===== src/rtl/motor_scheduler.sv =====
`default_nettype none
// ============================================================================
//  Module      : motor_scheduler
//  Description : Round-robin time-sharing of one 4-motor drive stage, with
//                fixed-length grant slices separated by LE-low dead time.
//  Revision    : 1.0  initial release
// ============================================================================
module motor_scheduler #(
   parameter int unsigned SLICE = 8,
   parameter int unsigned GAP   = 1
) (
   input  logic        clk,
   input  logic        rst_n,
   input  logic [3:0]  req,
   input  logic [15:0] vel,
   output logic        LE,
   output logic [1:0]  chave,
   output logic [3:0]  V,
   output logic [3:0]  grant,
   output logic        slice_done,
   output logic        busy
);

   typedef enum logic [1:0] {
      S_IDLE = 2'd0,
      S_RUN  = 2'd1,
      S_GAP  = 2'd2
   } state_t;

   localparam logic [7:0] C_SLICE_LOAD = 8'(SLICE - 1);
   localparam logic [3:0] C_GAP_LOAD   = 4'(GAP - 1);

   state_t      state_q;
   logic [1:0]  ptr_q;
   logic [7:0]  slice_cnt_q;
   logic [3:0]  gap_cnt_q;

   logic        arb_hit_d;
   logic [1:0]  arb_idx_d;
   logic [1:0]  cand_d;
   logic        arb_now_d;

   // Scan from the highest offset down so the lowest offset from ptr wins.
   always_comb begin
      arb_hit_d = 1'b0;
      arb_idx_d = ptr_q;
      cand_d    = ptr_q;
      for (int k = 3; k >= 0; k--) begin
         cand_d = ptr_q + 2'(k);
         if (req[cand_d]) begin
            arb_hit_d = 1'b1;
            arb_idx_d = cand_d;
         end
      end
   end

   assign arb_now_d = (state_q == S_IDLE) || ((state_q == S_GAP) && (gap_cnt_q == 4'd0));

   always_ff @(posedge clk or negedge rst_n) begin
      if (!rst_n) begin
         state_q     <= S_IDLE;
         ptr_q       <= 2'd0;
         slice_cnt_q <= 8'd0;
         gap_cnt_q   <= 4'd0;
         LE          <= 1'b0;
         chave       <= 2'd0;
         V           <= 4'd0;
         grant       <= 4'd0;
         slice_done  <= 1'b0;
         busy        <= 1'b0;
      end else begin
         slice_done <= 1'b0;
         if (arb_now_d) begin
            if (arb_hit_d) begin
               state_q     <= S_RUN;
               LE          <= 1'b1;
               chave       <= arb_idx_d;
               V           <= vel[{arb_idx_d, 2'b00} +: 4];
               grant       <= 4'b0001 << arb_idx_d;
               busy        <= 1'b1;
               slice_cnt_q <= C_SLICE_LOAD;
            end else begin
               state_q <= S_IDLE;
               LE      <= 1'b0;
               chave   <= 2'd0;
               V       <= 4'd0;
               grant   <= 4'd0;
               busy    <= 1'b0;
            end
         end else begin
            case (state_q)
               S_RUN: begin
                  // Counter expiry and requester release share one exit path.
                  if ((slice_cnt_q == 8'd0) || !req[chave]) begin
                     state_q    <= S_GAP;
                     LE         <= 1'b0;
                     V          <= 4'd0;
                     grant      <= 4'd0;
                     slice_done <= 1'b1;
                     ptr_q      <= chave + 2'd1;
                     gap_cnt_q  <= C_GAP_LOAD;
                  end else begin
                     slice_cnt_q <= slice_cnt_q - 8'd1;
                  end
               end
               S_GAP: begin
                  gap_cnt_q <= gap_cnt_q - 4'd1;
               end
               default: begin
                  state_q <= S_IDLE;
               end
            endcase
         end
      end
   end

endmodule
`default_nettype wire


===== config.mk =====
export PLATFORM = sky130hd
export DESIGN_NAME = motor_scheduler
export DESIGN_NICKNAME = d
export VERILOG_FILES = /design/src/rtl/motor_scheduler.sv
export SDC_FILE = /design/constraint.sdc
export NUM_CORES = 1
export LEC_CHECK = 0
export ABC_CLOCK_PERIOD_IN_PS = 1800
export BUFFER_PORTS_ARGS = -buffer_cell sky130_fd_sc_hd__buf_2
export CAP_MARGIN = 20
export CORE_MARGIN = 2
export CORE_UTILIZATION = 30
export CTS_BUF_LIST = sky130_fd_sc_hd__clkbuf_2
export DETAILED_ROUTE_END_ITERATION = 12
export HOLD_SLACK_MARGIN = 0.1
export SLEW_MARGIN = 20
export SYNTH_ARGS = -nofsm -noshare
export SYNTH_HDL_FRONTEND = slang
export SYNTH_SLANG_ARGS = --single-unit

===== constraint.sdc =====
create_clock -name clk -period 1.8 [get_ports clk]
set_input_delay 0.09 -clock clk [delete_from_list [all_inputs] [get_ports clk]]
set_output_delay 0.09 -clock clk [all_outputs]
set_load 0.02 [all_outputs]

==> results.yml <==
global_routing:
  grt_pass1_vias: 1410
  antenna_found_initial: 0
  overflow: 0
  grt_max_degree: 30
  grt_pass1_wl_um: 6430
  grtUsageTotal_pct: 13.5
critical_path:
  r2r_cells: 8
  cp-endpoint: "grant[0]$_DFFE_PN0P_"
  criticalPathCategory: "register to register"
  cp_max_fo: 8
  crit_path_start_kind: "register"
  ff2ff_setup_slack_ns: -0.01
  cp.arrival_ns: 2.10
  timing.rr.start: "gap_cnt_q[1]$_DFFE_PN0P_"
  crit_path_end_kind: "register"
  required_ns: 2.09
  crit_path_start: "gap_cnt_q[1]$_DFFE_PN0P_"
  timing.rr.end: "grant[0]$_DFFE_PN0P_"
place:
  place_area_mm2: 0.00199
  dp_hpwl_um: 2630
  port_buffers: 34
  gp_congestion: 0.733
  place_ws_ns: -0.0662
pwr:
  cellLeakagePower_nw: 1.11
  power_density_mw_per_mm2: 1580
  ir_worst_vdd_mv: 0.712
  power_mw: 3.58
floorplan:
  io_pins: 35
  start_util_pct: 31.1
  die_w_um: 76.7
  coreArea_mm2: 0.00511
  die_area_mm2: 0.00589
  core.rowCount: 26
  die_h_um: 76.7
synth:
  synth_area_per_cell_um2: 9.92
  synth_edf_count: 0
  synth_fp_nets: 185
  ys_seq_elements: 29
  synth-warning-count: 0
  ys.flop_type: "dfrtp_1"
  synth.distinct_cells: 47
  seq_area_frac_synth_pct: 45.7
  netlist_instances: 160
  netlist_area_mm2: 0.00159
  ys_async_sr_fraction_pct: 100
final_layout:
  areaGrowthSynthToFinish_pct: 42.4
  multi_input_area_um2: 840
  n_fill_cell: 500
  diodes: 0
  drive_above_1_share_pct: 45.3
  nets: 256
  final_area_mm2: 0.00226
  register_area_um2: 727
clocking:
  cts_buffers: 5
  cts_buffer_depth: 2
  cts.clk_slew.worst_paths_ns: 0.16
  h-tree-depth: 2
  clockRootBuffer: "clkbuf_2"
  clock_latency_ns: 0.36
  clock_sinks: 29
  cts_tree: "built"
sta:
  setup_viol: 2
  final.setup.tns_ns: -0.0165
  whs_ns: 0.175
  fmax_mhz: 553
  grt_setup_unrepaired: "true"
  min_period_over_period_pct: 101
  drv_slew: 0
  hold_violations: 0
  period_minus_slack_ns: 1.81
  skew_ns: 0.0181
  finalWorstSetupSlack_ns: -0.00976
  slew_headroom_pct: 57.1
  worst_pin_slew_ns: 0.644
routing:
  drtIter0Drc: 52
  wire_per_inst_um: 12.5
  avgViaCountPerCell: 4.80
  vias: 1451
  ant_nets: 0
  first_pass_iters: 4
  drc: 0
  drt-total-wl_um: 3790
hold_path:
  hold-path-cell-count: 4
  hold_path_class: "primary input to register"
outcome:
  outcome: "finished with violations"
  violations: "setup timing"
flow_run:
  drv_cap: 0
[where the power goes]
group	internal [mW]	switching, mW	total (mW)	leakage (nW)
Clock	0.237	0.228	0.465	0.0406
Combinational	1.07	1.01	2.08	0.702
Sequential	0.872	0.164	1.04	0.363
Total	2.18	1.40	3.58	1.11
[Yosys cell counts, types with 2 or more instances]
cell | number | area share [%]
dfrtp_1 | 29 | 46
nand2_1 | 21 | 5.0
inv_1 | 14 | 3.3
nor2_1 | 8 | 1.9
o221ai_1 | 8 | 4.4
a32o_1 | 6 | 3.8
o21ai_0 | 6 | 1.9
a21oi_1 | 5 | 1.6
nand3_1 | 5 | 1.6
buf_6 | 3 | 2.1
clkbuf_1 | 3 | 0.71
ha_1 | 3 | 2.4
nor2b_1 | 3 | 1.2
nor3_1 | 3 | 0.95
o2bb2ai_1 | 3 | 1.7
or2_1 | 3 | 1.2
xor2_1 | 3 | 1.7
a21o_1 | 2 | 0.95
a31oi_1 | 2 | 0.79
nand2b_1 | 2 | 0.79
nor4_1 | 2 | 0.79
[through the flow]
stage / instances / utilization (%)
final: 302 / 44.2
after global routing: 302 / 44.2
after CTS: 293 / 41.8
after detailed placement: 281 / 39.0
after global placement: 281 / 39.0
after floorplan: 160 / -
[final cells by class]
type	count	share of cell area (%)
repair buffers	72	21.7
clock buffers	6	1.33
multi-input cells	109	37.2
flip-flops and latches	29	32.2
clock inverters	2	1.50
well taps	70	3.88
inverters	14	2.33
[how the worst min path moves through the flow]
| stage | slack [ns] | to | start |
|---|---|---|---|
| after global placement | 0.15 | slice_done$_DFF_PN0_ | rst_n |
| after detailed placement | 0.16 | chave[1]$_DFFE_PN0P_ | rst_n |
| after floorplan | -0.21 | LE$_DFFE_PN0P_ | rst_n |
| after CTS | 0.16 | V[0]$_DFFE_PN0P_ | vel[12] |
| final | 0.17 | V[1]$_DFFE_PN0P_ | vel[13] |
| after global routing | 0.17 | V[2]$_DFFE_PN0P_ | vel[6] |
[cell families after synthesis]
| group | Yosys count | synth area share, % |
|---|---|---|
| adders and majority gates | 3 | 2.37 |
| muxes | 2 | 2.29 |
| DFF | 29 | 45.7 |
| xor gates and xnor gates | 4 | 2.21 |
| AOI/OAI and AO/OA | 42 | 20.6 |
| buffers and inverters | 22 | 6.86 |
| and+or+nand+nor | 58 | 20.0 |
[layout by cell type, fill, tap and decap left out, types with 5 or more instances in the layout]
cell type / count
buf_2: 34
buf_4: 31
dfrtp_1: 28
nand2_1: 20
inv_1: 12
o221ai_1: 8
nor2_1: 7
a32o_1: 6
clkbuf_2: 6
o21ai_0: 5
nand3_1: 5
buf_6: 5
[state kept, by name (all words and copies together) (netlist names), 2 cells and up]
signal and flops:
V 4, chave 2, gap_cnt_q 4, grant 4, ptr_q 2, slice_cnt_q 8
state_q 2
[repair_timing]
item                                   CTS  global route
endpoints found under the hold margin   29             0
gates resized for setup                 15            14
hold buffers                             1             0
pin swaps                                6             9
setup buffers                            3             9
setup endpoints to repair               18            17
cloned                                   0             0
[critical path, cell delays in order, from the launching register on]
cell	delay (ns)
dfrtp_1	0.42
inv_2	0.08
ha_4	0.13
or3b_4	0.38
a21o_4	0.24
nor2_4	0.17
buf_6	0.15
nand2_2	0.06
o2bb2ai_2	0.11
[per-layer routing]
layer	vias to the layer above	global-route usage (%)	share of wire [%]
met5	-	0	0
met4	0	5.45	1.7
met3	6	2.24	3.1
met2	30	22.3	48
met1	688	17.7	48
li1	727	-	-
Power figures use the tool's default switching activity.
